$ cat src/rtl/alu_cmd_sequencer_if.sv
// Command / response handshake bundle between an upstream command source
// and the ALU command sequencer. The sequencer uses the slave view; the
// producer of commands and consumer of responses uses the master view.
interface alu_cmd_sequencer_if;
   logic       cmd_valid;
   logic       cmd_ready;
   logic [3:0] cmd_a;
   logic [3:0] cmd_b;
   logic [2:0] cmd_sel;
   logic       rsp_valid;
   logic       rsp_ready;
   logic [3:0] rsp_out;
   logic [4:0] rsp_flags;
   logic [2:0] rsp_sel;

   modport master (
      output cmd_valid, cmd_a, cmd_b, cmd_sel, rsp_ready,
      input  cmd_ready, rsp_valid, rsp_out, rsp_flags, rsp_sel
   );

   modport slave (
      input  cmd_valid, cmd_a, cmd_b, cmd_sel, rsp_ready,
      output cmd_ready, rsp_valid, rsp_out, rsp_flags, rsp_sel
   );
endinterface

$ cat src/rtl/alu_cmd_sequencer.sv
// ALU command sequencer: buffers {a, b, select} commands in a small circular
// FIFO, issues them one at a time to an external combinational ALU, holds the
// operands for a settle window, then captures the ALU result and flags into a
// valid/ready response register. Responses leave in acceptance order.
module alu_cmd_sequencer #(
   parameter int DEPTH  = 4,
   parameter int SETTLE = 1,
   parameter int CNT_W  = 8
) (
   input  logic               clk,
   input  logic               rst_n,
   alu_cmd_sequencer_if.slave bus,
   output logic [3:0]         alu_a,
   output logic [3:0]         alu_b,
   output logic [2:0]         alu_select,
   input  logic [3:0]         alu_out,
   input  logic               alu_carry,
   input  logic               alu_overflow,
   input  logic               alu_parity,
   input  logic               alu_zero,
   input  logic               alu_sign,
   output logic               busy,
   output logic [CNT_W-1:0]   op_count,
   output logic [CNT_W-1:0]   ovf_count
);

   localparam int AW = (DEPTH > 1) ? $clog2(DEPTH) : 1;
   localparam int SW = (SETTLE > 0) ? $clog2(SETTLE + 1) : 1;
   localparam int CW = 11;

   typedef enum logic [1:0] {
      ST_IDLE  = 2'd0,
      ST_ISSUE = 2'd1,
      ST_RESP  = 2'd2
   } state_t;

   // Saturating increment: the counter sticks at all-ones instead of wrapping.
   function automatic logic [CNT_W-1:0] sat_inc(input logic [CNT_W-1:0] v);
      logic [CNT_W-1:0] r;
      if (v == {CNT_W{1'b1}}) begin
         r = v;
      end else begin
         r = v + CNT_W'(1);
      end
      return r;
   endfunction

   // FIFO storage and pointers; the extra pointer MSB separates full from empty.
   logic [CW-1:0] fifo_mem_r [DEPTH];
   logic [AW:0]   wr_ptr_r;
   logic [AW:0]   rd_ptr_r;
   logic          full_s;
   logic          empty_s;
   logic          push_s;
   logic          pop_s;
   logic [CW-1:0] head_s;

   // Sequencer state and registered outputs.
   state_t        state_r;
   logic [SW-1:0] settle_cnt_r;
   logic [3:0]    alu_a_r;
   logic [3:0]    alu_b_r;
   logic [2:0]    alu_select_r;
   logic          rsp_valid_r;
   logic [3:0]    rsp_out_r;
   logic [4:0]    rsp_flags_r;
   logic [2:0]    rsp_sel_r;
   logic [CNT_W-1:0] op_count_r;
   logic [CNT_W-1:0] ovf_count_r;

   assign full_s  = (wr_ptr_r[AW] != rd_ptr_r[AW]) &&
                    (wr_ptr_r[AW-1:0] == rd_ptr_r[AW-1:0]);
   assign empty_s = (wr_ptr_r == rd_ptr_r);
   assign push_s  = bus.cmd_valid && !full_s;
   // The head is only consumed from IDLE, which gives the one-cycle bubble per op.
   assign pop_s   = (state_r == ST_IDLE) && !empty_s;
   assign head_s  = fifo_mem_r[rd_ptr_r[AW-1:0]];

   // Write accepted commands into the slot addressed by the write pointer.
   always_ff @(posedge clk) begin
      if (push_s) begin
         fifo_mem_r[wr_ptr_r[AW-1:0]] <= {bus.cmd_a, bus.cmd_b, bus.cmd_sel};
      end
   end

   // Advance the FIFO pointers on push and pop; reset empties the queue.
   always_ff @(posedge clk) begin
      if (!rst_n) begin
         wr_ptr_r <= '0;
         rd_ptr_r <= '0;
      end else begin
         if (push_s) begin
            wr_ptr_r <= wr_ptr_r + (AW+1)'(1);
         end
         if (pop_s) begin
            rd_ptr_r <= rd_ptr_r + (AW+1)'(1);
         end
      end
   end

   // Issue / settle / respond sequencer with all of its registered outputs.
   always_ff @(posedge clk) begin
      if (!rst_n) begin
         state_r      <= ST_IDLE;
         settle_cnt_r <= '0;
         alu_a_r      <= 4'd0;
         alu_b_r      <= 4'd0;
         alu_select_r <= 3'd0;
         rsp_valid_r  <= 1'b0;
         rsp_out_r    <= 4'd0;
         rsp_flags_r  <= 5'd0;
         rsp_sel_r    <= 3'd0;
         op_count_r   <= '0;
         ovf_count_r  <= '0;
      end else begin
         case (state_r)
            ST_IDLE: begin
               if (!empty_s) begin
                  alu_a_r      <= head_s[10:7];
                  alu_b_r      <= head_s[6:3];
                  alu_select_r <= head_s[2:0];
                  settle_cnt_r <= SW'(SETTLE);
                  state_r      <= ST_ISSUE;
               end
            end
            ST_ISSUE: begin
               // Capture on the edge where the settle count would reach zero.
               if (settle_cnt_r == SW'(1)) begin
                  settle_cnt_r <= '0;
                  rsp_out_r    <= alu_out;
                  rsp_flags_r  <= {alu_carry, alu_overflow, alu_parity, alu_zero, alu_sign};
                  rsp_sel_r    <= alu_select_r;
                  rsp_valid_r  <= 1'b1;
                  state_r      <= ST_RESP;
               end else begin
                  settle_cnt_r <= settle_cnt_r - SW'(1);
               end
            end
            ST_RESP: begin
               // Response is held untouched until the consumer takes it.
               if (bus.rsp_ready) begin
                  rsp_valid_r <= 1'b0;
                  op_count_r  <= sat_inc(op_count_r);
                  if (rsp_flags_r[3]) begin
                     ovf_count_r <= sat_inc(ovf_count_r);
                  end
                  state_r     <= ST_IDLE;
               end
            end
            default: begin
               rsp_valid_r <= 1'b0;
               state_r     <= ST_IDLE;
            end
         endcase
      end
   end

   assign bus.cmd_ready = !full_s;
   assign bus.rsp_valid = rsp_valid_r;
   assign bus.rsp_out   = rsp_out_r;
   assign bus.rsp_flags = rsp_flags_r;
   assign bus.rsp_sel   = rsp_sel_r;
   assign alu_a         = alu_a_r;
   assign alu_b         = alu_b_r;
   assign alu_select    = alu_select_r;
   assign busy          = (state_r != ST_IDLE) || !empty_s;
   assign op_count      = op_count_r;
   assign ovf_count     = ovf_count_r;

endmodule

$ cat src/flat_wrapper.sv
// flat-port wrapper written by rule: the top's interface ports become plain ports
module alu_cmd_sequencer_flat 
#(
   parameter int DEPTH  = 4,
   parameter int SETTLE = 1,
   parameter int CNT_W  = 8
)
  (clk, rst_n, alu_a, alu_b, alu_select, alu_out, alu_carry, alu_overflow, alu_parity, alu_zero, alu_sign, busy, op_count, ovf_count, bus_cmd_valid, bus_cmd_a, bus_cmd_b, bus_cmd_sel, bus_rsp_ready, bus_cmd_ready, bus_rsp_valid, bus_rsp_out, bus_rsp_flags, bus_rsp_sel);
  alu_cmd_sequencer_if bus_i ();
  input  logic clk;
  input  logic rst_n;
  output logic [3:0] alu_a;
  output logic [3:0] alu_b;
  output logic [2:0] alu_select;
  input  logic [3:0] alu_out;
  input  logic alu_carry;
  input  logic alu_overflow;
  input  logic alu_parity;
  input  logic alu_zero;
  input  logic alu_sign;
  output logic busy;
  output logic [CNT_W-1:0] op_count;
  output logic [CNT_W-1:0] ovf_count;
  input wire logic [$bits(bus_i.cmd_valid)-1:0] bus_cmd_valid;
  input wire logic [$bits(bus_i.cmd_a)-1:0] bus_cmd_a;
  input wire logic [$bits(bus_i.cmd_b)-1:0] bus_cmd_b;
  input wire logic [$bits(bus_i.cmd_sel)-1:0] bus_cmd_sel;
  input wire logic [$bits(bus_i.rsp_ready)-1:0] bus_rsp_ready;
  output wire logic [$bits(bus_i.cmd_ready)-1:0] bus_cmd_ready;
  output wire logic [$bits(bus_i.rsp_valid)-1:0] bus_rsp_valid;
  output wire logic [$bits(bus_i.rsp_out)-1:0] bus_rsp_out;
  output wire logic [$bits(bus_i.rsp_flags)-1:0] bus_rsp_flags;
  output wire logic [$bits(bus_i.rsp_sel)-1:0] bus_rsp_sel;
  assign bus_i.cmd_valid = bus_cmd_valid;
  assign bus_i.cmd_a = bus_cmd_a;
  assign bus_i.cmd_b = bus_cmd_b;
  assign bus_i.cmd_sel = bus_cmd_sel;
  assign bus_i.rsp_ready = bus_rsp_ready;
  assign bus_cmd_ready = bus_i.cmd_ready;
  assign bus_rsp_valid = bus_i.rsp_valid;
  assign bus_rsp_out = bus_i.rsp_out;
  assign bus_rsp_flags = bus_i.rsp_flags;
  assign bus_rsp_sel = bus_i.rsp_sel;
  alu_cmd_sequencer #(.DEPTH(DEPTH), .SETTLE(SETTLE), .CNT_W(CNT_W)) u_core (.clk(clk), .rst_n(rst_n), .bus(bus_i), .alu_a(alu_a), .alu_b(alu_b), .alu_select(alu_select), .alu_out(alu_out), .alu_carry(alu_carry), .alu_overflow(alu_overflow), .alu_parity(alu_parity), .alu_zero(alu_zero), .alu_sign(alu_sign), .busy(busy), .op_count(op_count), .ovf_count(ovf_count));
endmodule
$ cat config.mk
export PLATFORM = sky130hd
export DESIGN_NAME = alu_cmd_sequencer_flat
export DESIGN_NICKNAME = d
export VERILOG_FILES = /design/src/rtl/alu_cmd_sequencer_if.sv /design/src/rtl/alu_cmd_sequencer.sv /design/src/flat_wrapper.sv
export SDC_FILE = /design/constraint.sdc
export NUM_CORES = 1
export LEC_CHECK = 0
export ABC_CLOCK_PERIOD_IN_PS = 5610
export BUFFER_PORTS_ARGS = -buffer_cell sky130_fd_sc_hd__buf_4
export CAP_MARGIN = 20
export CORE_UTILIZATION = 40
export CTS_CLUSTER_DIAMETER = 60
export DETAILED_ROUTE_END_ITERATION = 6
export PLACE_DENSITY = 0.72
export SYNTH_ARGS = -nofsm -noshare
export SYNTH_HDL_FRONTEND = slang
export SYNTH_SLANG_ARGS = --single-unit
$ cat constraint.sdc
create_clock -name clk -period 5.61 [get_ports clk]
set_clock_uncertainty 0.15 [all_clocks]
set_input_delay 1.122 -clock clk [delete_from_list [all_inputs] [get_ports clk]]
set_output_delay 1.122 -clock clk [all_outputs]
set_load 0.01 [all_outputs]
==> results of run 1 <==
-- sequential cells by signal, indices dropped and copies added (netlist names) --
name and flops:
u_core.alu_a 4, u_core.alu_b 4, u_core.alu_select 3, u_core.bus.rsp_flags 5
u_core.bus.rsp_out 4, u_core.bus.rsp_sel 3, u_core.bus.rsp_valid 1, u_core.fifo_mem_r 44
u_core.op_count 8, u_core.ovf_count 8, u_core.rd_ptr_r 3, u_core.settle_cnt_r 1
u_core.state_r 2, u_core.wr_ptr_r 3
-- routing by layer --
metal	track usage, %	vias to the layer above	wire, um
met1	19.56	1205	3137
met4	4.822	0	80
li1	-	1240	-
met5	0	-	0
met2	25.17	73	3365
met3	3.830	8	346
-- layout make-up --
cell class	count	area [sq um]	share of cell area, %
Sequential cell	93	2302	51.37
Multi-Input combinational cell	193	1329	29.65
Tap cell	108	135.1	3.015
Clock buffer	10	127.6	2.848
Timing Repair Buffer	66	495.5	11.06
Inverter	6	22.52	0.5025
Clock inverter	6	70.07	1.563
-- final timing paths --
| path | depth (start not counted) | slack, ps | start | to |
|---|---|---|---|---|
| max | 4 | 2340 | u_core.rd_ptr_r[0] | busy |
| min | 2 | 300 | u_core.alu_a[2] | u_core.alu_a[2] |
| max reg2reg | 4 | 2970 | u_core.rd_ptr_r[0] | u_core.rd_ptr_r[2] |
| min reg2reg | 2 | 300 | u_core.alu_a[2] | u_core.alu_a[2] |
-- power groups by stage --
stage                     combinational [mW]  clock, mW  sequential (mW)
after global placement                 0.375          0            0.886
final                                  0.379      0.446            0.873
after CTS                              0.386      0.458            0.876
after global routing                   0.428      0.483            0.890
after floorplan                        0.271          0            0.873
after detailed placement               0.384          0            0.891
-- cells in the mapped netlist (2+ instances only) --
cell type	number	share of area, %
a21oi_1	18	2.4
ha_1	7	2.3
mux4_2	10	6.0
buf_6	2	0.60
nand4_1	3	0.50
nand3b_1	2	0.40
and3b_1	2	0.47
mux2i_1	4	1.1
edfxtp_1	44	35
nand3_1	21	2.8
nor4_1	2	0.33
o21ai_1	13	1.7
xnor2_1	3	0.70
buf_4	2	0.40
xor2_1	9	2.1
dfxtp_1	49	26
and3_1	2	0.33
nand2_1	44	4.4
clkbuf_1	7	0.70
nand4b_1	2	0.47
nor2_1	18	1.8
buf_2	6	0.80
nand2b_1	2	0.33
o211ai_1	2	0.40
inv_1	6	0.60
a31oi_1	2	0.33
and2_1	3	0.50
o211a_1	2	0.53
o31a_1	2	0.47
nor3_1	3	0.40
-- worst max-delay path: cells and delay by family, from the launching register on --
kind	cells	cell delay, ps
xor+xnor	1	200
flops	1	910
buf+inv	1	160
simple gates	2	380
-- metrics by stage --
stage / setup WS [ps] / area (sq um) / util [%] / power [mW] / hold slack (ps)
detailed placement: 2644 / 4284 / 48.18 / 1.274 / 292.9
global placement: 2686 / 4284 / 48.18 / 1.261 / 292.5
global route: 2035 / 4482 / 50.41 / 1.801 / 323.2
CTS: 2244 / 4482 / 50.41 / 1.720 / 305.5
finish: 2337 / 4482 / 50.41 / 1.698 / 302.6
floorplan: 3419 / 3747 / - / 1.145 / 322.6
-- logic make-up after synthesis --
kind of cell / count (synthesis) / share of synthesized area, %
fa+ha+maj: 7 / 2.337
mux: 15 / 7.780
compound gates: 49 / 8.214
buf+inv: 23 / 3.105
simple gates: 109 / 13.89
xor+xnor: 13 / 3.239
flops: 93 / 61.44
==> metrics list, run 1 <==
- TritonCTS built the clock tree.
- Summing the sequential cell areas from Yosys gives between 60% and 70% of the chip area.
- Area overhead of the layout relative to synthesis: 19.60%
- Std-Cell Core Area: 8891 sq um
- In this run the horizontal extent of the chip is between 90 and 100 um.
- Net switching component of the power: 510.7 uW
* Instance count of the mapped netlist: 309
- Leaving out fill and tap cells, the most frequent cell in the layout is buf_4.
- Max_slew headroom: 36.26%
- Combinational share of power: roughly 22%
* Required time reported for the critical path endpoint: 4340 ps
- VDD sags by at most 0.1682 mV.
* Signal arrival time at the worst endpoint: 2000 ps
- Clock latency of the later-clocked register in the worst-skew pair: 350 ps
* Critical path startpoint category: flip-flop
- Post-route DRC violation count: 0
* Share of the clock period used by the worst path after layout: 58.33%
- The routed design could run at a clock period as short as 3273 ps.
- Count of filler cells inserted in the layout: 803
* Initial antenna violation count: 0
- FP Rows: 34
- The count of nets left with antenna violations once routing finished came out at 0.
- Number of buffers created by CTS: 9
- The path class of the tightest hold or removal check is flip-flop to flip-flop.
* RSZ-0062 raised after global routing: no
- The Yosys step of the flow raised 0 warnings.
* Part of the power in registers: about half
* Count of buffers added by post-CTS timing repair for setup: 0
- Hold violation count in the final report: 0
* Number of register bits inferred by synthesis: 93
* H-tree levels: 3
- The tool flagged a number of max-cap violations equal to 0.
- Leaving out filler cells and counting taps, the final layout contains 482.
- Buffers inserted to repair hold after CTS numbered 0.
- Post-synth net total: 340
* Largest fanout on the critical path: 14
- Final setup violation count: 0
* Total half-perimeter wirelength after legalization and detailed placement: 4686 um
- Setup TNS: 0 ps
* Total routed wirelength: 6930 um
- Worst-margin pin slew: 956.2 ps
- Including well taps, the total number of placed cells is 466.
- For this run, the top clock speed supported by timing is about 0.31 GHz.
* Number of enable flip-flop cells after synthesis: 44
- The die covers 9759 sq um.
- The die is 98.79 um tall.
- The first TritonRoute pass finished after 4 iterations.
* Part of the power in the clock network: 26.2%
* Root buffer cell: clkbuf_8
- Layout cells sized above 1: 25.13%
- The signal on the critical path passes through xor2_2 -> nor3_1 -> nand2_1 -> buf_4.
- Post-CTS repair changed the size of 0 cells.
- Mean post-synth cell area: 12.13 sq um
- Top library cells by usage in the layout, fill and taps aside: 66 x buf_4, 49 x dfxtp_1, 44 x nand2_1, 44 x edfxtp_1, 21 x nand3_1
- Weighted congestion reported at the end of routability-driven placement: approximately 0.78
- For this design the ratio of total power to cell area is 378.9 nW/um^2.
- The worst setup path is of the flip-flop to primary output kind.
- In this run the static leakage power is 1.713 nW.
- Most used DFF post-synth: dfxtp_1
* Number of global-route vias before repair: between 2,000 and 2,500
* GRT Resource Usage Total: 15.18%
* Number of violations reported at the end of detailed-routing iteration 0: 66
* Switch share: 30.07%
- Slowest cell on the critical path: dfxtp_1
* Sinks on the clock net: 93
- Critical path endpoint category: primary output
- I/O Buffers: between 60 and 70
- Count of final max-slew check failures: 0
- Top Ports: 66
* Largest net degree at the start of global routing: 36
- Routed wire length per instance: between 10 and 15 um
- In the synthesized netlist the async set-or-reset flop fraction comes to 0%.
- The first global-routing pass estimated 11,480 um of wire.
* Result of the run: complete, no violations
* Mapped Area: 3747 sq um
* Stage delay of the slowest cell on the critical path: 910 ps
* Clock Pin Slew Worst Setup and Hold Paths: around 90 ps
- After synthesis, the netlist uses 47 different library cells.
- GR Overflow Total: 0
- Per-cell via count in the routed design: 5.241
* Via count: around 2,500
* Initial Util: around 42%
- Internal Power: 1.188 mW
- Max clock buf depth: 2
- Number of nets in the finished design: 400
- The number of antenna diodes in the final layout is 0.
Note: power is estimated with default switching activity, not from simulation.
==> run 2, diff against run 1 <==
- ABC_AREA: unset -> 1
- ABC_CLOCK_PERIOD_IN_PS: 5610 -> 3200
- clock period: 5.61 -> 3.2 ns (I/O delays scaled with it)
==> metrics list, run 2 <==
- Cell taking the most area after synthesis: edfxtp_1
* Commonest cells in the synthesized netlist: 81 x nand2_1, 81 x nor2_1, 49 x dfxtp_1, 44 x edfxtp_1, 38 x inv_1
* Via count: 3,160 (+25%)
- RSZ-0062 raised after global routing: no
- Layout cells sized above 1: 19.77% (-5.4 points)
- Die Span X: 101.9 um (+3.1%)
- The largest buffer count on any clock path is 2 (unchanged).
* Max_slew headroom: 46.59% (+10 points)
- The critical-path maximum fanout came to 15 (+1).
- Number of enable flip-flop cells after synthesis: 44 (unchanged)
* Critical path endpoint category: primary output
- CTS tree: built
* Total half-perimeter wirelength after legalization and detailed placement: 5892 um (+26%)
- The critical path starts at u_core.rd_ptr_r[1].
- Wire length of the first global-routing pass: 14,060 um (+22%)
* Top cells by area, synth: edfxtp_1 33%, dfxtp_1 25%, nand2_1 7.6%
* Total power divided by cell area: 669.0 nW/um^2 (+77%)
- The number of post-CTS setup repair buffers is 0 (unchanged).
- The weighted congestion reported at the end of routability-driven placement came to 0.8014 (+2.6%).
- Syn. warnings: 0 (unchanged)
- The H-tree level count was 3 (unchanged).
- The number of iterations in the first detailed-routing pass came to 4 (unchanged).
- The count of unique library cells instantiated by Yosys was 29 (-38%).
- The net count after synthesis was 477 (+40%).
- The placeable core region was 9729 sq um (+9.4%).
- Largest net degree at the start of global routing: 28 (-22%)
* Number of max-cap violations: 0 (unchanged)
- The detailed-route vias per instance came to 4.869 (-7.1%).
* Flop2flop setup slack: 1130 ps (-1840 ps)
* Number of buffers created by CTS: 9 (unchanged)
- The share of synthesized registers carrying an async set or reset is 0% (unchanged).
- Post-route DRC violation count: 0 (unchanged)
- Clock Pin Slew Worst Setup and Hold Paths: 90 ps (about the same)
- The endpoint required time on the critical path was 2410 ps (-1930 ps).
- Sinks on the clock net: 93 (unchanged)
* Most used DFF post-synth: dfxtp_1
- In this run the worst hold path is classified as flip-flop to flip-flop.
- The critical path is of the flip-flop to primary output type.
* Total routed wirelength: 8646 um (+25%)
- The netlist area before placement is 3989 sq um (+6.4%).
* Share of the clock period used by the worst path after layout: 77.51%
* Die area: 10,380 sq um (+6.3%)
- The antenna cell count came to 0 (unchanged).
- Area overhead of the layout relative to synthesis: 19.39%
- The smallest clock period supported by the final layout is computed as 2480 ps.
- The total number of nets in the final design is 542 (+36%).
- Leakage power total: 1.915 nW (+12%)
- Top library cells by usage in the layout, fill and taps aside: 81 x nand2_1, 81 x nor2_1, 71 x buf_4
* Signal arrival time at the worst endpoint: 1690 ps (-310 ps)
- Final Hold Slack: 314.9 ps (+12.27 ps)
- Startpoint of the tightest hold check path: u_core.bus.rsp_flags[4]
- Number of global-route vias before repair: 2,991 (+28%)
- Initial antenna violation count: 0 (unchanged)
- Top Ports: 66 (unchanged)
- The run finished with clean final reports.
* I/O Buffers: 65 (unchanged)
- The aggregate global-route resource usage came to 17.77% (+2.6 points).
- The number of slew-limit violations in the final report came to 0 (unchanged).
* Count of filler cells inserted in the layout: 948 (+18%)
* Final setup violation count: 0 (unchanged)
- GR Overflow Total: 0 (unchanged)
* Share of the yosys chip area belonging to registers: 57.72% (-3.7 points)
- Critical path startpoint category: flip-flop
* # hold bufs at CTS: 0 (unchanged)
- Hold violation count in the final report: 0 (unchanged)
- Maximum VDD drop: 0.3615 mV (+110%)
- Mean post-synth cell area: 8.944 sq um (-26%)
- The vertical extent of the die is 101.9 um (+3.1%).
- Post-CTS Resized: 0 (unchanged)
- Based on the critical path, the design can be clocked at up to 0.4032 GHz.
- CTS placed an instance of clkbuf_8 at the clock tree root.
* Routed wire length per instance: 13.32 um (-7.3%)
- Worst-margin pin slew: 800.3 ps (-155.8 ps)
* Instance count of the mapped netlist: 446 (+44%)
- Area taken by multi-input logic gates: 1436 sq um (+8.1%)
- Launching point of the worst reg2reg path: u_core.rd_ptr_r[1]
* FP Rows: 36 (+5.9%)
* Pre-CTS setup slack: 1147 ps (-1497 ps)
- Clock latency of the later-clocked register in the worst-skew pair: 360 ps (about the same)
- The initial standard-cell utilization of the core is 41.00% (-1.1 points).
* Setup TNS: 0 ps (unchanged)
- The area share of the largest cell type after synthesis came to 33.12% (-2.1 points).
- Post-layout worst setup margin: 719.7 ps (-1618 ps)
* Detail Route Antenna Nets: 0 (unchanged)
- The flip-flop count of the largest register after layout was 44 (unchanged).
- The register cell area after layout was 2302 sq um (unchanged).
- Number of register bits inferred by synthesis: 93 (unchanged)
- Number of violations reported at the end of detailed-routing iteration 0: 139 (+110%)
run 2: changes by cell type in the layout (fill, tap and decap cells not counted), sizes merged, moves of 5 or more:
| cell | delta |
|---|---|
| xor2 | -5 |
| o22ai | +11 |
| inv | +34 |
| buf | +5 |
| nand3 | +11 |
| mux4 | -11 |
| o21ai | +15 |
| nor2 | +65 |
| a21oi | +10 |
| nand2 | +45 |
run 2: where the power goes:
| part | leakage (nW) | internal, mW | switching (mW) |
|---|---|---|---|
| Sequential | 0.804 | 1.39 | 0.130 |
| Clock | 0.0776 | 0.285 | 0.404 |
| Combinational | 1.03 | 0.371 | 0.605 |
run 2: stage by stage:
stage / std cells / area, sq um / util (%) / power, mW
after CTS: 649 / 4762 / 48.95 / 3.226
final: 649 / 4762 / 48.95 / 3.186
after floorplan: 446 / 3989 / - / 2.227
after global placement: 633 / 4594 / 47.22 / 2.489
after global routing: 649 / 4762 / 48.95 / 3.410
after detailed placement: 633 / 4594 / 47.22 / 2.531
run 2: per-layer routing:
| metal | global-route usage, % | wire length [um] | vias up |
|---|---|---|---|
| met5 | 0 | 0 | - |
| met4 | 6.264 | 96 | 0 |
| met3 | 4.514 | 391 | 11 |
| met2 | 31.44 | 4370 | 70 |
| met1 | 20.94 | 3787 | 1482 |
| li1 | - | - | 1597 |
run 2: final cells by class:
| class | instances | area share (%) |
|---|---|---|
| Inverter | 41 | 3.284 |
| Sequential cell | 93 | 48.34 |
| Timing Repair Buffer | 71 | 11.19 |
| Tap cell | 133 | 3.494 |
| Multi-Input combinational cell | 295 | 30.16 |
| Clock buffer | 11 | 2.759 |
| Clock inverter | 5 | 0.7620 |
run 2: cell families (layout without fill, tap and decap cells):
kind of cell             count (synthesis)  after routing  synth area share [%]
XOR/XNOR                                 6              6                 1.317
flip-flops                              93             93                 57.72
adder cells (fa/ha/maj)                  7              7                 2.196
AND/OR/NAND/NOR                        215            215                 23.56
buffers and inverters                   58            128                 6.274
AO/OA/AOI/OAI                           67             67                 8.940
run 2: final timing paths:
kind	cells after the start	to
worst min register to register	2	u_core.bus.rsp_flags[4]
worst max register to register	7	u_core.fifo_mem_r[1][10]
worst max-delay path	5	bus_cmd_ready
worst min-delay path	2	u_core.bus.rsp_flags[4]
run 2: critical path, cell delays in order, from the launching register on:
cell,delay (ps)
dfxtp_1,620
inv_2,200
nand2_1,110
nand2_1,130
nand3_2,140
buf_4,140
